File: src/rtl/gain_sched.sv
// Stereo gain scheduler: time-shares one registered gains multiplier between
// the left and right channels and ramps the applied gain one LSB at a time
// toward the programmed target (or toward zero while muted).
module gain_sched #(
    parameter int STEP_DIV  = 64,
    parameter int GAIN_INIT = 16,
    parameter int GAIN_MAX  = 31
) (
    input  logic               clk,
    input  logic               reset_n,
    input  logic               sample_valid,
    input  logic signed [15:0] left_in,
    input  logic signed [15:0] right_in,
    input  logic signed [5:0]  gain_target,
    input  logic               gain_load,
    input  logic               mute,
    output logic signed [15:0] mul_sample,
    output logic signed [5:0]  mul_gain,
    input  logic signed [15:0] mul_result,
    output logic signed [15:0] left_out,
    output logic signed [15:0] right_out,
    output logic               out_valid,
    output logic signed [5:0]  gain_cur,
    output logic               ramp_busy,
    output logic               overrun
);

    typedef enum logic [1:0] {IDLE, LEFT, RIGHT, DONE} state_t;

    localparam int CW = (STEP_DIV > 1) ? $clog2(STEP_DIV) : 1;
    localparam logic [CW-1:0]       CNT_LAST = CW'(STEP_DIV - 1);
    localparam logic signed [5:0]   G_INIT   = 6'(GAIN_INIT);
    localparam logic signed [5:0]   G_MAX    = 6'(GAIN_MAX);
    localparam logic signed [5:0]   G_MIN    = 6'(-GAIN_MAX);

    state_t             state_q, state_d;
    logic signed [15:0] left_lat_q, left_lat_d;
    logic signed [15:0] right_lat_q, right_lat_d;
    logic signed [15:0] left_out_q, left_out_d;
    logic signed [15:0] right_out_q, right_out_d;
    logic               out_valid_q, out_valid_d;
    logic               overrun_q, overrun_d;
    logic signed [5:0]  gain_cur_q, gain_cur_d;
    logic signed [5:0]  target_q, target_d;
    logic [CW-1:0]      cnt_q, cnt_d;
    logic signed [5:0]  eff_target;
    logic signed [5:0]  target_clamped;

    // Mute overrides the stored target without disturbing it.
    assign eff_target = mute ? 6'sd0 : target_q;
    assign ramp_busy  = (gain_cur_q != eff_target);

    assign mul_gain  = gain_cur_q;
    assign gain_cur  = gain_cur_q;
    assign left_out  = left_out_q;
    assign right_out = right_out_q;
    assign out_valid = out_valid_q;
    assign overrun   = overrun_q;

    // Feed the shared multiplier with whichever channel the FSM is serving.
    always_comb begin
        mul_sample = 16'sd0;
        case (state_q)
            LEFT:    mul_sample = left_lat_q;
            RIGHT:   mul_sample = right_lat_q;
            default: mul_sample = 16'sd0;
        endcase
    end

    // Clamp a newly loaded target so -32 cannot be represented as a gain.
    always_comb begin
        target_clamped = gain_target;
        if (gain_target > G_MAX) begin
            target_clamped = G_MAX;
        end else if (gain_target < G_MIN) begin
            target_clamped = G_MIN;
        end
        target_d = gain_load ? target_clamped : target_q;
    end

    // Frame sequencing, output capture and the frame-end gain ramp.
    always_comb begin
        state_d     = state_q;
        left_lat_d  = left_lat_q;
        right_lat_d = right_lat_q;
        left_out_d  = left_out_q;
        right_out_d = right_out_q;
        out_valid_d = 1'b0;
        overrun_d   = sample_valid && (state_q != IDLE);
        gain_cur_d  = gain_cur_q;
        cnt_d       = cnt_q;
        case (state_q)
            IDLE: begin
                if (sample_valid) begin
                    left_lat_d  = left_in;
                    right_lat_d = right_in;
                    state_d     = LEFT;
                end
            end
            LEFT: begin
                state_d = RIGHT;
            end
            RIGHT: begin
                left_out_d = mul_result;
                state_d    = DONE;
            end
            DONE: begin
                right_out_d = mul_result;
                out_valid_d = 1'b1;
                state_d     = IDLE;
                if (gain_cur_q != eff_target) begin
                    if (cnt_q == CNT_LAST) begin
                        cnt_d      = '0;
                        gain_cur_d = (gain_cur_q < eff_target) ? gain_cur_q + 6'sd1
                                                               : gain_cur_q - 6'sd1;
                    end else begin
                        cnt_d = cnt_q + 1'b1;
                    end
                end else begin
                    cnt_d = '0;
                end
            end
            default: state_d = IDLE;
        endcase
    end

    // All state registers; reset aborts any frame in flight.
    always_ff @(posedge clk or negedge reset_n) begin
        if (!reset_n) begin
            state_q     <= IDLE;
            left_lat_q  <= '0;
            right_lat_q <= '0;
            left_out_q  <= '0;
            right_out_q <= '0;
            out_valid_q <= 1'b0;
            overrun_q   <= 1'b0;
            gain_cur_q  <= G_INIT;
            target_q    <= G_INIT;
            cnt_q       <= '0;
        end else begin
            state_q     <= state_d;
            left_lat_q  <= left_lat_d;
            right_lat_q <= right_lat_d;
            left_out_q  <= left_out_d;
            right_out_q <= right_out_d;
            out_valid_q <= out_valid_d;
            overrun_q   <= overrun_d;
            gain_cur_q  <= gain_cur_d;
            target_q    <= target_d;
            cnt_q       <= cnt_d;
        end
    end

endmodule

File: config.mk
export PLATFORM = sky130hd
export DESIGN_NAME = gain_sched
export DESIGN_NICKNAME = d
export VERILOG_FILES = /design/src/rtl/gain_sched.sv
export SDC_FILE = /design/constraint.sdc
export NUM_CORES = 1
export LEC_CHECK = 0
export ABC_AREA = 1
export BUFFER_PORTS_ARGS = -buffer_cell sky130_fd_sc_hd__buf_2
export CORE_UTILIZATION = 35
export CTS_CLUSTER_DIAMETER = 200
export CTS_CLUSTER_SIZE = 14
export DETAILED_ROUTE_END_ITERATION = 8
export PLACE_DENSITY_LB_ADDON = 0.2
export SYNTH_ARGS = -nofsm -noshare
export SYNTH_HDL_FRONTEND = slang
export SYNTH_SLANG_ARGS = --single-unit
File: constraint.sdc
create_clock -name clk -period 2.94 [get_ports clk]
set_clock_uncertainty 0.2 [all_clocks]
set_input_delay 0.441 -clock clk [delete_from_list [all_inputs] [get_ports clk]]
set_output_delay 0.441 -clock clk [all_outputs]
set_load 0.02 [all_outputs]
; ---- Word-level counts from Yosys, hierarchy flattened
; Cells that the tools add are included.
; W data, S select, Z words.
[op_classes]
n_addsub = 3
magnitude_cmp = 3
eq_ne = 6
muxes = 10
reduce_logical = 5
[ops]
columns = op, count
row1 = $mux W6, 6
row2 = $pmux W16 S2, 1
row3 = $pmux W2 S4, 1
row4 = $add A6 B1 Y6 const B, 1
row5 = $add A6 B2 Y6 const B, 1
row6 = $eq A6 B6 Y1 const B, 1
row7 = $gt A6 B6 Y1 const B, 1
row8 = $lt A6 B6 Y1, 1
row9 = $lt A6 B6 Y1 const B, 1
row10 = $ne A6 B6 Y1, 1
row11 = $sub A6 B2 Y6 const B, 1
row12 = $eq A2 B2 Y1 const B, 2
row13 = $reduce_and A3 Y1, 1
row14 = $eq A2 B1 Y1 const B, 1
row15 = $logic_not A2 Y1, 1
row16 = $mux W2, 1
row17 = $ne A2 B2 Y1 const B, 1
row18 = $reduce_and A2 Y1, 1
row19 = $reduce_bool A2 Y1, 1
row20 = $logic_and A1 B1 Y1, 1
row21 = $mux W1, 1
[word_totals]
ff_bits = 86
inputBits = 59
output_inout_bits = 63
elab_cells = 37

; ---- Longest topological paths before layout
[depth]
word_depth = 3
ltp_mapped = 20
depth_no_buf = 20

; ---- Worst setup path before layout
; Ideal clock, no wire load.
[synth_timing]
path_type = input to register
from = input port mute
to = register gain_cur_q[4] (netlist: gain_cur[4])
setup_time_ps = 61
t_arrival_ps = 2103
required_time_ps = 2679
path_slack_ps = 577
path_stages = 17
n_path_buf = 0
path_cell_list = inv_1 > nand2_1 > ha_1 > a21oi_1 > nand3_1 > nand2_1 > nand3_1 > nand2_1 > inv_1 > ha_1 > inv_1 > nand2_1 > nand4_1 > nand2_1 > nand2_1 > nand3_1 > nand2_1
[synth_via]
elab_chain_len = 3
elab_cells_between_ends = 5
classes_between = 1 x order compare / 1 x eq/ne / 2 x mux / 1 x reduce/logical
[synth_rtl]
columns = item, line_no
row1 = "start, declared", 16  ; input logic mute,
row2 = $mux W6 *, 50  ; assign eff_target = mute ? 6'sd0 : target_q;
row3 = $lt A6 B6 Y1 / $ne A6 B6 Y1 (equally long branches), "114, 111"
row4 = $mux W6 / $reduce_and A3 Y1 (equally long branches), --
row5 = "end signal, assigned", 148  ; gain_cur_q <= gain_cur_d;
row6 = "end, declared", 43  ; logic signed [5:0] gain_cur_q, gain_cur_d;
; Mark *: on every way between the ends. The rest lies on a longest branch, timed or not.
; A chain may end at the register's enable or synchronous reset.

; ---- Worst setup path in the final report
[layout_timing]
from = register state_q[1]
to = output port mul_sample[3]
[layout_via]
elab_chain_len = 2
elab_cells_between_ends = 3
classes_between = 2 x eq/ne / 1 x mux
[layout_rtl]
columns = item, line_no
row1 = "start, declared", 36  ; state_t state_q, state_d;
row2 = "start signal, assigned", 141  ; state_q <= state_d;
row3 = $eq A2 B2 Y1 / $eq A2 B1 Y1 (equally long branches), 63  ; case (state_q)
row4 = $pmux W16 S2 *, 63
row5 = "end, declared", 17  ; output logic signed [15:0] mul_sample,
; Marked as above.

==> key figures <==
Clock network
  • CTS tree: yes
  • Post-CTS Setup Inserts: 0
  • Clock Path Buffers: 2
  • CTS Root Cell: clkbuf_16
  • TritonCTS buffer count: 9
  • Worst-Skew Late Latency: between 300 and 400 ps
  • Htree depth: 3
  • Clock-pin slew on the worst setup and hold paths: 60 ps
  • Post-cts sizing count: 0
  • CTS Sinks: 86

Timing
  • Rel. slew slack: 0.5719
  • Final hold vios: 0
  • Tmin final: 2537 ps
  • Slew Limit Fails: 0
  • Setup violations, final: 0
  • Hold slack final: 124.6 ps
  • RSZ-0062 raised after global routing: no
  • Sum of negative setup slack: 0 ps
  • Tightest Pin Transition: between 600 and 700 ps
  • Fin crit share: 0.8631
  • Fmax: 0.3941 GHz

Synthesis
  • Synthesized Nets: a little under 500
  • Synthesized area per cell: 9.793 um^2
  • EDFF count, synth: 0
  • Sequential area share after synthesis: 0.5366
  • Post-synth top area share: 0.5235
  • Syn Inst Count: a little over 400
  • Flop and latch count out of synthesis: 86
  • Top cells by area, synth: dfrtp_1, mux2_2, nand2_1
  • Unique cell type count in the Yosys netlist: 25
  • Most used flip-flop cell after synthesis: dfrtp_1
  • Async SR Flop Fraction: 1.000
  • Mapped Area: 4015 um^2
  • Syn. warnings: 0
  • Synth area leader: dfrtp_1

Power and ir drop
  • Comb pwr share: 0.436
  • Clock power frac: 0.209
  • LEAKAGE: 2.605 nW
  • Switching power share of the total: 0.3954
  • Power Density: 1119 nW/um^2
  • Seq pwr share: 0.355
  • Post-layout power: around 5.7 mW
  • VDD IR max: 665.7 uV
  • P_int: 3.433 mW
  • Psw: 2.246 mW

Critical path
  • Critical path arrival: 1900 ps
  • Startpoint Class: register
  • CP Class: register to output pin
  • Critical path's slowest cell: ha_1
  • Required @ worst endpoint: 2300 ps
  • Worst Path Max Fanout: 16
  • CP Capture Type: output pin
  • CP Cell Sequence: inv_1 > ha_1 > nand2_1 > a21oi_1 > buf_2
  • Critical path's largest stage delay: 570 ps

Floorplan
  • Ports: 122
  • Starting Density: 0.3640
  • Core Box Area: about 11,000 um^2
  • Row cnt: 38
  • Die W: 109.1 um
  • Die ar.: 11,900 um^2
  • Die Y: 109.1 um

GRT
  • Largest net degree at the start of global routing: 50
  • Total grt overflow: 0
  • Initial antenna violation count: 1
  • GRT Total Usage: 0.1646
  • First-pass GRT wire length: around 15 mm
  • Vias in the first global route: between 3,000 and 4,000

Layout
  • Register area: 2155 um^2
  • Commonest non-fill, non-tap cell in the layout: nand2_1
  • Final #Nets: ~600
  • Area growth syn-to-layout: 26.43%
  • Antenna cells: 0
  • Fill count: approximately 1,100
  • Area of the multi-input gates: 1628 um^2
  • Most frequent cells in the layout: nand2_1, buf_2, dfrtp_1, mux2_2, inv_1
  • Fraction of layout cells with a size suffix above 1: 0.3734

Detailed routing
  • Vias/cell: between 4 and 5
  • WL per Instance: 13.40 um
  • Routed WL: 9.020 mm
  • Number of antenna-violating nets in the routed design: 0
  • Drt drc: 0
  • Total number of vias: 3,106
  • Initial DRC Count: about 120
  • Drt first pass iters: 6

Place
  • Routability cong.: between 0.8 and 0.9
  • HPWL after DPL: between 6 and 7 mm
  • IO Port Bufs: 121

Worst hold path
  • Worst hold path class: primary input to register

Run
  • Max_cap viols: 0

Run status
  • Status: finished, final reports clean
-- state kept, by name, summed over array words and instances (netlist names) --
register     flops
cnt_q            6
gain_cur         6
left_lat_q      16
left_out        16
out_valid        1
overrun          1
right_lat_q     16
right_out       16
state_q          2
target_q         6
-- worst max-delay path, delay by kind of cell, from the launching register on --
family | cells | cell delay (ps)
flops | 1 | 400
compound gates | 1 | 200
simple gates | 1 | 100
fa+ha+maj | 1 | 570
buf+inv | 2 | 290
-- path summary, 6_finish.rpt --
path / start / end / slack (ps) / cells past startpoint
max in group asynchronous: reset_n / right_out[15] / 1460 / 3
hold / removal: mul_result[13] / right_out[13] / 120 / 3
hold reg to reg: right_out[8] / right_out[8] / 260 / 2
setup / recovery: state_q[1] / mul_sample[3] / 400 / 5
min in group asynchronous: reset_n / target_q[0] / 440 / 2
setup reg to reg: gain_cur[5] / gain_cur[4] / 490 / 15
-- cell usage after synthesis (2+ instances only) --
master    instances
dfstp_2           2
o22ai_1           3
buf_4             6
nor2_1            6
o21ai_0          16
dfrtp_1          84
inv_1            35
a21oi_1          18
mux2_2           48
ha_1             13
nand2_2           6
nand4_1           4
buf_1             3
nand3_1          12
nor3_1            2
clkbuf_1         10
nand2_1         129
xor2_1            6
-- cell type report --
cell class              instances  share of cell area
repair buffers                127              0.1316
clock inverters                 5             0.01627
flip-flops and latches         86              0.4245
clock buffers                  10             0.04511
multi-input cells             268              0.3207
inverters                      37             0.02736
well taps                     140             0.03451
-- cell families (layout without fill, tap and decap cells) --
group	count (synthesis)	count (layout)	share of synthesized area
xor gates and xnor gates	7	7	0.01527
muxes	48	48	0.1346
and+or+nand+nor	161	161	0.1636
adders and majority gates	13	13	0.04051
DFF	86	86	0.5366
AOI/OAI and AO/OA	39	39	0.05142
buffers and inverters	56	179	0.05796
-- power by group through the flow --
stage | combinational (mW) | sequential, mW | clock (mW)
floorplan | 1.49 | 2.27 | 0
global placement | 2.47 | 2.00 | 0
detailed placement | 2.52 | 2.03 | 0
CTS | 2.52 | 2.02 | 1.23
global route | 2.77 | 2.09 | 1.27
finish | 2.47 | 2.02 | 1.19
-- metal layers --
layer  routed length, um  global-route usage  share of wire  up-vias
met5                  13                   0         0.0014        -
met4                  76             0.04151         0.0084        2
met3                 588             0.06993          0.065        8
met2                4512              0.2844           0.50       75
met1                3829              0.1861           0.42     1466
li1                    -                   -              -     1555
-- repair_timing --
item,4_1_cts,5_1_grt
hold buffers,1,0
hold endpoints to repair,35,0
endpoints found under the setup margin,0,0
-- stage by stage --
step / cell area [um^2] / worst slack [ps] / utilization / cells
global placement: 4755 / 356.7 / 0.4310 / 657
finish: 5076 / 402.6 / 0.4602 / 673
global route: 5076 / 165.1 / 0.4602 / 673
detailed placement: 4755 / 249.2 / 0.4310 / 657
floorplan: 4015 / 576.6 / - / 410
CTS: 5076 / 344.8 / 0.4602 / 673
Power figures use the tool's default switching activity.
